[src/rtl/synthesijer_tb_pkg.sv]
// rtl/synthesijer_tb_pkg.sv - state and result encodings for the method test runner
package synthesijer_tb_pkg;

    typedef enum logic [1:0] {
        IDLE,
        REQ,
        RUN,
        DONE
    } state_t;

    typedef enum logic [1:0] {
        RES_NONE,
        RES_PASS,
        RES_FAIL,
        RES_TIMEOUT
    } result_t;

endpackage

[src/rtl/method_test_runner_if.sv]
// rtl/method_test_runner_if.sv - request/busy/return port of one generated boolean method
interface method_test_runner_if;

    logic m_req;
    logic m_busy;
    logic m_return;

    modport master (
        output m_req,
        input  m_busy,
        input  m_return
    );

    modport slave (
        input  m_req,
        output m_busy,
        output m_return
    );

endinterface

[src/rtl/sat_counter.sv]
// rtl/sat_counter.sv - clearable up-counter that sticks at all-ones
module sat_counter #(
    parameter int W = 32
) (
    input  logic         clk,
    input  logic         reset,
    input  logic         clr,
    input  logic         inc,
    output logic [W-1:0] q,
    output logic         at_max
);

    assign at_max = &q;

    always_ff @(posedge clk) begin
        if (reset || clr) begin
            q <= '0;
        end else if (inc && !at_max) begin
            q <= q + W'(1);
        end
    end

endmodule

[src/rtl/method_test_runner.sv]
// rtl/method_test_runner.sv - issues one method call after a delay and records its outcome
module method_test_runner
    import synthesijer_tb_pkg::*;
#(
    parameter int unsigned START_DELAY = 100,
    parameter int unsigned ACK_WINDOW  = 8,
    parameter int unsigned TIMEOUT     = 200000000,
    parameter int unsigned CNT_W       = 32
) (
    input  logic                 clk,
    input  logic                 reset,
    input  logic                 enable,
    method_test_runner_if.master m,
    output logic                 done,
    output logic                 pass,
    output logic                 fail,
    output logic                 timed_out,
    output logic [CNT_W-1:0]     cycle_count
);

    localparam logic [CNT_W-1:0] DLY_LAST = CNT_W'(START_DELAY - 1);
    localparam logic [CNT_W-1:0] ACK_LAST = CNT_W'(ACK_WINDOW - 1);
    localparam logic [CNT_W-1:0] TO_LIMIT = CNT_W'(TIMEOUT);
    localparam bit               TO_EN    = (TIMEOUT != 0);

    state_t  state_q, state_d;
    result_t result_q, result_d;

    logic [CNT_W-1:0] dly_q, ack_q, cyc_q;
    logic dly_clr, dly_inc, ack_clr, ack_inc, cyc_clr, cyc_inc;
    logic dly_max, ack_max, cyc_max;

    sat_counter #(.W(CNT_W)) u_dly (
        .clk(clk), .reset(reset), .clr(dly_clr), .inc(dly_inc), .q(dly_q), .at_max(dly_max)
    );
    sat_counter #(.W(CNT_W)) u_ack (
        .clk(clk), .reset(reset), .clr(ack_clr), .inc(ack_inc), .q(ack_q), .at_max(ack_max)
    );
    sat_counter #(.W(CNT_W)) u_cyc (
        .clk(clk), .reset(reset), .clr(cyc_clr), .inc(cyc_inc), .q(cyc_q), .at_max(cyc_max)
    );

    // Saturation is handled inside the counters; the flags are not needed here.
    logic unused_max;
    assign unused_max = &{1'b0, dly_max, ack_max, cyc_max};

    always_ff @(posedge clk) begin
        if (reset) begin
            state_q  <= IDLE;
            result_q <= RES_NONE;
        end else begin
            state_q  <= state_d;
            result_q <= result_d;
        end
    end

    always_comb begin
        state_d  = state_q;
        result_d = result_q;
        dly_clr  = 1'b1;
        dly_inc  = 1'b0;
        ack_clr  = 1'b1;
        ack_inc  = 1'b0;
        cyc_clr  = 1'b0;
        cyc_inc  = 1'b0;
        case (state_q)
            IDLE: begin
                cyc_clr = 1'b1;
                if (enable) begin
                    dly_clr = 1'b0;
                    if (dly_q == DLY_LAST) state_d = REQ;
                    else                   dly_inc = 1'b1;
                end
            end
            REQ: begin
                ack_clr = 1'b0;
                cyc_inc = 1'b1;
                if (m.m_busy) begin
                    state_d = RUN;
                end else if (ack_q == ACK_LAST) begin
                    state_d  = DONE;
                    result_d = RES_TIMEOUT;
                end else begin
                    ack_inc = 1'b1;
                end
            end
            RUN: begin
                // Completion is checked first so a busy fall on the timeout cycle still reports a result.
                if (!m.m_busy) begin
                    state_d  = DONE;
                    result_d = m.m_return ? RES_PASS : RES_FAIL;
                end else if (TO_EN && (cyc_q == TO_LIMIT)) begin
                    state_d  = DONE;
                    result_d = RES_TIMEOUT;
                end else begin
                    cyc_inc = 1'b1;
                end
            end
            DONE: begin
                state_d = DONE;
            end
            default: begin
                state_d = IDLE;
            end
        endcase
    end

    assign m.m_req      = (state_q == REQ);
    assign done         = (state_q == DONE);
    assign pass         = (result_q == RES_PASS);
    assign fail         = (result_q == RES_FAIL);
    assign timed_out    = (result_q == RES_TIMEOUT);
    assign cycle_count  = cyc_q;

endmodule
[src/flat_wrapper.sv]
// flat-port wrapper written by rule: the top's interface ports become plain ports
module method_test_runner_flat import synthesijer_tb_pkg::*;
#(
    parameter int unsigned START_DELAY = 100,
    parameter int unsigned ACK_WINDOW  = 8,
    parameter int unsigned TIMEOUT     = 200000000,
    parameter int unsigned CNT_W       = 32
)
  (clk, reset, enable, done, pass, fail, timed_out, cycle_count, m_m_req, m_m_busy, m_m_return);
  method_test_runner_if m_i ();
  input  logic clk;
  input  logic reset;
  input  logic enable;
  output logic done;
  output logic pass;
  output logic fail;
  output logic timed_out;
  output logic [CNT_W-1:0] cycle_count;
  output wire logic [$bits(m_i.m_req)-1:0] m_m_req;
  input wire logic [$bits(m_i.m_busy)-1:0] m_m_busy;
  input wire logic [$bits(m_i.m_return)-1:0] m_m_return;
  assign m_m_req = m_i.m_req;
  assign m_i.m_busy = m_m_busy;
  assign m_i.m_return = m_m_return;
  method_test_runner #(.START_DELAY(START_DELAY), .ACK_WINDOW(ACK_WINDOW), .TIMEOUT(TIMEOUT), .CNT_W(CNT_W)) u_core (.clk(clk), .reset(reset), .enable(enable), .m(m_i), .done(done), .pass(pass), .fail(fail), .timed_out(timed_out), .cycle_count(cycle_count));
endmodule
[config.mk]
export PLATFORM = sky130hd
export DESIGN_NAME = method_test_runner_flat
export DESIGN_NICKNAME = d
export VERILOG_FILES = /design/src/rtl/synthesijer_tb_pkg.sv /design/src/rtl/method_test_runner_if.sv /design/src/rtl/sat_counter.sv /design/src/rtl/method_test_runner.sv /design/src/flat_wrapper.sv
export SDC_FILE = /design/constraint.sdc
export NUM_CORES = 1
export LEC_CHECK = 0
export BUFFER_PORTS_ARGS = -buffer_cell sky130_fd_sc_hd__clkbuf_2
export CAP_MARGIN = 20
export CORE_ASPECT_RATIO = 1.1
export CORE_MARGIN = 4
export CORE_UTILIZATION = 41
export CTS_CLUSTER_SIZE = 40
export DETAILED_ROUTE_END_ITERATION = 12
export GPL_TIMING_DRIVEN = 0
export PLACE_DENSITY = 0.62
export REMOVE_ABC_BUFFERS = 1
export SETUP_SLACK_MARGIN = 0.02
export SLEW_MARGIN = 20
export SYNTH_ARGS = -nofsm -noshare
export SYNTH_HDL_FRONTEND = slang
export SYNTH_HIERARCHICAL = 1
export SYNTH_SLANG_ARGS = --single-unit
[constraint.sdc]
create_clock -name clk -period 2.6 [get_ports clk]
set_input_delay 0.52 -clock clk [delete_from_list [all_inputs] [get_ports clk]]
set_output_delay 0.52 -clock clk [all_outputs]
set_load 0.005 [all_outputs]
======== Yosys cells after proc, flatten, opt, wreduce, memory -nomap -nowiden ========
Cells that the tools add are included.
operators by class
  add/sub/neg operators ................... 3
  multipliers ............................. 0
  div/mod/pow operators ................... 0
  order comparisons ....................... 0
  eq/ne operators ......................... 15
  shifts and indexed selects .............. 0
  multiplexer cells ....................... 24
  bitwise logic cells ..................... 0
  reductions and logical operators ........ 16
operators by type and width
  cell                                             number
  adder 32 x 1 -> 32 bit, second input constant    3
  AND reduction 32 bit                             3
  == test 32 x 28 -> 1 bit, second input constant  1
  == test 32 x 3 -> 1 bit, second input constant   1
  == test 32 x 7 -> 1 bit, second input constant   1
  2-to-1 mux 2 bit                                 9
  2-to-1 mux 1 bit                                 12
  == test 2 bit, second input constant             4
  case mux 2 bit (4 select lines)                  1
  AND reduction 4 bit                              2
  == test 2 x 1 -> 1 bit, second input constant    2
  != test 2 x 1 -> 1 bit, second input constant    2
  != test 2 bit, second input constant             2
  case mux 2 bit (2 select lines)                  1
  logical AND 1 bit                                3
  zero test 1 bit                                  3
  logical OR 1 bit                                 3
  != test 3 x 1 -> 1 bit, second input constant    1
  != test 3 x 2 -> 1 bit, second input constant    1
  zero test 2 bit                                  1
  case mux 1 bit (2 select lines)                  1
  nonzero test 2 bit                               1
storage, ports and cells
  register bits ........................... 100
  latch bits .............................. 0
  memory bits (writable) .................. 0
  memory bits (read-only) ................. 0
  bits of input ports ..................... 5
  logic and storage cells ................. 63
  memories kept ........................... 0

======== Longest topological paths before layout ========
Gate-level depths: netlist (run 1).
  depth after elaboration ................. 5
  mapped depth ............................ 12
  mapped depth without buffers ............ 11

======== Hierarchy ========
Netlist (run 1), hierarchy kept.
by module, submodules not included
  module              times used  cells each  area an instance (um^2)  sequential area each (um^2)
  sat_counter         3           203         1719.1                   640.6
  method_test_runner  1           70          575.6                    80.1

======== Least setup slack after synthesis (run 1) ========
Ideal clock, no wire load.
  path type ............................... reg-to-reg
  start point ............................. register u_core.u_cyc.q[29]
  end point ............................... register u_core.u_cyc.q[13]
  setup time .............................. 0.070 ns
  arrival time ............................ 2.632 ns
  slack ................................... -0.102 ns
  stages on the path, launching flop included .. 10
  path buffers ............................ 1
  period minus slack after synthesis ...... 2.702 ns
  path through ............................ dfxtp_1 nor4bb_1 nand4_1 o211ai_2 a21boi_0 nand3_1 or2_0 buf_2 or4b_2 a21oi_1
between the ends
  cells in the longest elaborated chain, start to end .. 5
  elaborated cells on any way between the ends .. 7
ends and longest elaborated chain
  what                             RTL line                  source
  from (decl)                      sat_counter.sv:9          output logic [W-1:0] q,
  from (signal assigned)           sat_counter.sv:19         q <= q + W'(1);
  == test 32 x 28 -> 1 bit         method_test_runner.sv:92  end else if (TO_EN && (cyc_q == TO_LIMIT)) begin
  2-to-1 mux 1 bit                 method_test_runner.sv:92
  2-to-1 mux 1 bit                 method_test_runner.sv:89  if (!m.m_busy) begin
  case mux 1 bit (2 select lines)  method_test_runner.sv:66  case (state_q)
  net u_core.cyc_inc               method_test_runner.sv:30  logic dly_clr, dly_inc, ack_clr, ack_inc, cyc_clr, cyc_inc;
  logical AND 1 bit                sat_counter.sv:18         end else if (inc && !at_max) begin
The timed path passes the listed nets, and every way through them passes these cells.
A chain may end at the register's enable or synchronous reset.

======== Final worst setup path (run 1) ========
  start point ............................. register u_core.u_cyc.q[11]
  end point ............................... register u_core.u_cyc.q[13]
The elaborated chain is that of the path after synthesis.

==> impl_metrics.csv, run 1 <==
group,metric,value,unit
outcome,outcome,"finished, final reports clean",
worst_setup_path,cp_top_family,"simple AND/OR/NAND/NOR gates",
place,hpwl,9930,um
clock_network,cts_buffers,9,
sta,slew_violations,0,
global_routing,antenna_found_initial,0,
worst_setup_path,r2r_slack,0.12,ns
worst_setup_path,max_stage_delay,0.64,ns
route,drt_iter0_drc,346,
place,gp_congestion,0.862,
global_routing,grt_pass1_vias,5026,
layout,final_area,0.00656,mm2
route,viasPerCell,6.17,
sta,fin_crit_sh,95.6,%
synthesis,syn-cell-area,0.00570,mm2
place,dpl-instance-area,0.00595,mm2
worst_setup_path,setup.worst_path.start,"u_core/u_cyc/q[11]$_SDFFE_PP0P_",
synthesis,synthCells,673,
route,vias,5521,
synthesis,ys_warn_count,6,
worst_setup_path,r2r-start,"u_core/u_cyc/q[11]$_SDFFE_PP0P_",
sta,fmax,402,MHz
global_routing,overflow,0,
worst_setup_path,r2r-end,"u_core/u_cyc/q[13]$_SDFFE_PP0P_",
worst_setup_path,cp_cell_sequence,"nor4b_1 -> nand4_1 -> o211ai_4 -> a21boi_4 -> nand3_1 -> or2_4 -> or4b_2 -> a21oi_1",
layout,diodes,0,
sta,finalClockSkew,0.00902,ns
worst_setup_path,endpoint_kind,"register",
pwr,cellPowerDensity,544,mW/mm2
die,dieArea,0.0159,mm2
route,first_pass_iters,5,
pwr,leakage,0.00203,uW
worst_hold_path,min_path_type,"primary input to register",
die,die_height,132,um
sta,fin_hold_ws,0.495,ns
clock_network,hold_buffers,0,
worst_setup_path,worstSetupPathDepth,8,
synthesis,syn_avg_cell_area,8.47,um2
worst_setup_path,cp-start-kind,"register",
global_routing,grt_usage,18.1,%
die,fp.dieW,120,um
layout,final_cell_count_no_fill,895,
worst_setup_path,reg2regPathDepth,8,
die,initial_core_util,42.5,%
sta,rsz0062_at_grt,"yes",
clock_network,path_clk_slew,0.07,ns
worst_setup_path,path_class,"register to register",
place,placed_cells,865,
global_routing,grt_first_pass_wirelength,24200,um
worst_setup_path,critPathBufInv,0,
die,rows,44,
global_routing,grt_max_degree,32,
place,port-buffer-count,41,
layout,final_cell_mix,"94 x dfxtp_1, 63 x nor2_1, 62 x a21oi_1, 46 x nand2_1, 41 x clkbuf_2",
sta,tightest_slew,1.15,ns
die,coreArea,0.0134,mm2
route,drt_wl_total,15100,um
worst_setup_path,arrival,2.76,ns
route,drc,0,
sta,setup_viol,0,
layout,drive_above_1_share,20.7,%
worst_hold_path,hold_path.startpoint,"reset",
clock_network,cts_buffer_depth,2,
run,cap_violations,0,
worst_setup_path,cp-endpoint,"u_core/u_cyc/q[13]$_SDFFE_PP0P_",
die,ios,42,
route,wl_per_cell,16.8,um
route,final_antenna_net_count,0,
clock_network,cts_tree,"done",
sta,fin_crit,2.48,ns
worst_setup_path,cpMaxStageDelayCell,"or4b_2",
clock_network,cts_sinks,100,
clock_network,clockRootBuffer,"clkbuf_16",
layout,nets,720,
pwr,vdd_drop_max,0.306,mV
clock_network,h-tree-depth,3,
sta,final_hold_viol_count,0,
worst_setup_path,crit_required,2.88,ns
layout,syn_to_final_growth,15.0,%
clock_network,clk_latency,0.35,ns
sta,relSlewSlack,22.4,%
layout,mostFrequentLayoutCell,"dfxtp_1",
worst_setup_path,worstPathMaxFanout,10,
[flip-flops by register name, summed over array words and instances (netlist names)]
signal	cells
u_core/result_q	2
u_core/u_dly/q	32
u_core/u_ack/q	32
u_core/state_q	2
u_core/u_cyc/q	32
[through the flow]
step | util, % | setup slack, ns | power, uW | setup TNS, ns
2_1_floorplan | - | -0.191 | 2030 | -0.869
5_1_grt | 48.8 | 0.00835 | 3730 | 0
4_1_cts | 47.4 | 0.0405 | 3550 | 0
3_5_place_dp | 44.3 | -1.05 | 2210 | -29.57
3_3_place_gp | 44.3 | -1.01 | 2190 | -25.67
6_report | 48.8 | 0.115 | 3570 | 0
[power breakdown]
group	internal, uW	switching [uW]	total [uW]
combinational	248	412	660
sequential	1570	41.1	1610
clock	718	580	1300
total	2530	1030	3570
[timing repair]
action,4_1_cts,5_1_grt
cloned,0,3
gates resized for setup,22,26
hold endpoints to repair,0,0
endpoints found under the setup margin,78,59
pin swaps,8,4
setup buffers,10,3
[cell type report]
cell class | instances | area (um2)
Multi-Input combinational cell | 527 | 3680
Clock buffer | 13 | 270
Sequential cell | 100 | 2010
Inverter | 16 | 60.1
Timing Repair Buffer | 54 | 303
Fill cell | 1324 | 6870
Tap cell | 184 | 230
Clock inverter | 1 | 7.51
[metal layers]
layer	GRT usage, %	share of wire (%)	up-vias
met4	6.17	1.3	0
li1	-	-	2670
met2	29.9	49	146
met3	3.96	4.4	18
met5	0	0	-
met1	23.4	46	2687
[worst min path at each step]
stage,cells past startpoint,end
after floorplan,2,u_core/u_ack/q[10]$_SDFFE_PP0P_
after global placement,2,u_core/u_dly/q[7]$_SDFFE_PP0P_
after detailed placement,2,u_core/u_dly/q[10]$_SDFFE_PP0P_
after CTS,2,u_core/state_q[1]$_SDFFE_PP0P_
after global routing,2,u_core/result_q[0]$_SDFFE_PP0P_
final,2,u_core/state_q[1]$_SDFFE_PP0P_
(Power assumes the default switching activity.)
==> run 2: changes to the inputs <==
Settings changed: SYNTH_HIERARCHICAL 1 to default.
==> run 2 against run 1 <==
Effect of this change:
- non-clock buffer count shrank 8
- routed wire length is 13% lower
- count of clock-buffer cells in the layout fell by 3
- largest cell class unchanged
- total power fell by 3.0%
- critical path depth did not move
- critical endpoint is now u_core.u_cyc.q[20]$_SDFFE_PP0P_
- die area down 6.7%
- final cell count fell by 4.9%
- flip-flop and latch count unchanged
- maximum frequency is 0.68% lower
==> impl_metrics.csv, run 2 <==
group,metric,value,unit
sta,final.setup.tns,0,ns
global_routing,overflow,0,
synthesis,synth_ff_type,"dfxtp_1",
route,drt_wl_total,13000,um
global_routing,antenna_found_initial,1,
synthesis,synth_edf_count,0,
clock_network,cts_tree,"done",
synthesis,syn-cell-area,0.00530,mm2
worst_setup_path,path_class,"register to register",
layout,nets,703,
route,wl_met2,6220,um
layout,post-route-util,47.7,%
layout,final_cell_mix,"98 x dfxtp_1, 78 x nor2_1, 55 x xnor2_1, 46 x nand2_1",
clock_network,cts_buffer_depth,2,
route,dr.max_layer_used,"met5",
die,rows,43,
route,drt_iter0_drc,375,
sta,slew_violations,0,
place,port-buffer-count,41,
sta,final_hold_viol_count,0,
place,gp_congestion,0.839,
synthesis,ys_top_cells_by_count,"100 x dfxtp_1, 78 x nor2_1, 55 x xnor2_1",
route,drt-met1-wl,5860,um
die,initial_core_util,41.9,%
route,wl_per_cell,15.3,um
sta,setup_viol,0,
layout,diodes,0,
global_routing,grt_pass1_vias,4773,
layout,drive_above_1_share,13.3,%
sta,fin_hold_ws,0.380,ns
synthesis,ys_seq_area_share,37.8,%
global_routing,grt_first_pass_wirelength,22500,um
layout,top_regs,"u_core.u_ack.q (32), u_core.u_cyc.q (32), u_core.u_dly.q (32)",
synthesis,syn_avg_cell_area,8.02,um2
worst_setup_path,cpMaxStageDelayCell,"or4_1",
die,fp.dieW,116,um
route,vias,5041,
worst_setup_path,cp_top_family,"simple AND/OR/NAND/NOR gates",
pwr,cellPowerDensity,574,mW/mm2
layout,final_cell_count_no_fill,851,
route,met3WireLength,634,um
sta,relSlewSlack,56.6,%
sta,fmax,400,MHz
synthesis,ys_ff_latch,100,
outcome,outcome,"finished, final reports clean",
place,placed_cells,833,
sta,finalClockSkew,0.0104,ns
die,dieArea,0.0148,mm2
pwr,vdd_drop_max,0.361,mV
worst_setup_path,max_stage_delay,0.56,ns
sta,tightest_slew,0.645,ns
die,ios,42,
route,viasPerCell,5.92,
clock_network,clockRootBuffer,"clkbuf_16",
synthesis,synth_top_area_share,37.8,%
worst_hold_path,min_path_type,"primary input to register",
worst_setup_path,arrival,2.79,ns
clock_network,clk_latency,0.35,ns
die,die_height,127,um
clock_network,path_clk_slew,0.07,ns
synthesis,synth_top_area_cell,"dfxtp_1",
place,hpwl,8940,um
worst_setup_path,cp_cell_sequence,"inv_1 -> ha_1 -> nor4b_1 -> and3_4 -> and4b_4 -> or3_4 -> or4_1 -> a21oi_2",
die,coreArea,0.0126,mm2
synthesis,async_flop_share,0,%
global_routing,grt_max_degree,34,
worst_setup_path,worstPathMaxFanout,21,
worst_setup_path,cp-start-kind,"register",
synthesis,ys_warn_count,0,
pwr,leakage,0.00180,uW
route,final_antenna_net_count,0,
route,first_pass_iters,6,
sta,rsz0062_at_grt,"no",
layout,mostFrequentLayoutCell,"dfxtp_1",
worst_setup_path,endpoint_kind,"register",
sta,fin_ws,0.0980,ns
worst_setup_path,crit_required,2.88,ns
clock_network,cts_buffers,9,
sta,fin_crit,2.50,ns
clock_network,h-tree-depth,3,
global_routing,grt_usage,18.3,%
clock_network,cts_sinks,100,
synthesis,synthCells,660,
sta,fin_crit_sh,96.2,%
route,drc,0,
synthesis,yosys-top-cells-area,"dfxtp_1 38%, xnor2_1 9.1%, nor4_1 5.7%, nor2_1 5.5%, nand3_1 4.3%",
run,cap_violations,0,
synthesis,synthDistinctLibCells,49,
worst_setup_path,critPathBufInv,1,
layout,syn_to_final_growth,13.8,%
place,dp_worst_setup_slack,-0.0720,ns
synthesis,synth.most_common_cell,"dfxtp_1",
==> run 2: final timing paths <==
check	start	endpoint	slack, ns	cells after the start
setup reg to reg	u_core.u_cyc.q[1]$_SDFFE_PP0P_	u_core.u_cyc.q[20]$_SDFFE_PP0P_	0.1	8
hold reg to reg	u_core.u_dly.q[1]$_SDFFE_PP0P_	u_core.u_dly.q[1]$_SDFFE_PP0P_	0.49	2
setup / recovery	u_core.u_cyc.q[1]$_SDFFE_PP0P_	u_core.u_cyc.q[20]$_SDFFE_PP0P_	0.1	8
hold / removal	m_m_return	u_core.result_q[1]$_SDFFE_PP0P_	0.38	2
==> run 2: cell type report <==
class | instances | area (um2)
Sequential cell | 100 | 2010
Multi-Input combinational cell | 515 | 3210
Clock buffer | 10 | 239
Fill cell | 1207 | 6610
Timing Repair Buffer | 46 | 253
Clock inverter | 5 | 60.1
Inverter | 18 | 67.6
Tap cell | 157 | 196
==> run 2: report_power, final <==
group | switching (uW) | internal, uW
Sequential | 23.1 | 1560
Combinational | 359 | 147
Clock | 604 | 773
==> run 2: logic make-up after synthesis <==
logic type      share of synthesized area [%]
fa+ha+maj                                1.89
xor+xnor                                 9.92
mux                                     0.189
compound gates                           9.21
simple gates                             37.3
flops                                    37.8
buf+inv                                  3.66
==> run 2: per-stage QoR <==
stage          instance area, um2  total power, uW
6_report                     6030             3460
3_3_place_gp                 5570             2060
2_1_floorplan                5170             1930
5_1_grt                      6030             3620
4_1_cts                      5950             3470
3_5_place_dp                 5620             2070
==> run 2: timing repair <==
item,4_1_cts,5_1_grt
endpoints found under the setup margin,6,33
gates resized for setup,2,14
hold buffers,0,0
setup buffers,0,1
gates cloned,2,0
pin swaps,2,2
==> run 2: layer usage <==
metal,up-vias,GRT usage [%]
li1,2484,-
met1,2400,23.4
met2,127,30.0
met3,28,3.27
met4,2,8.26
met5,-,0
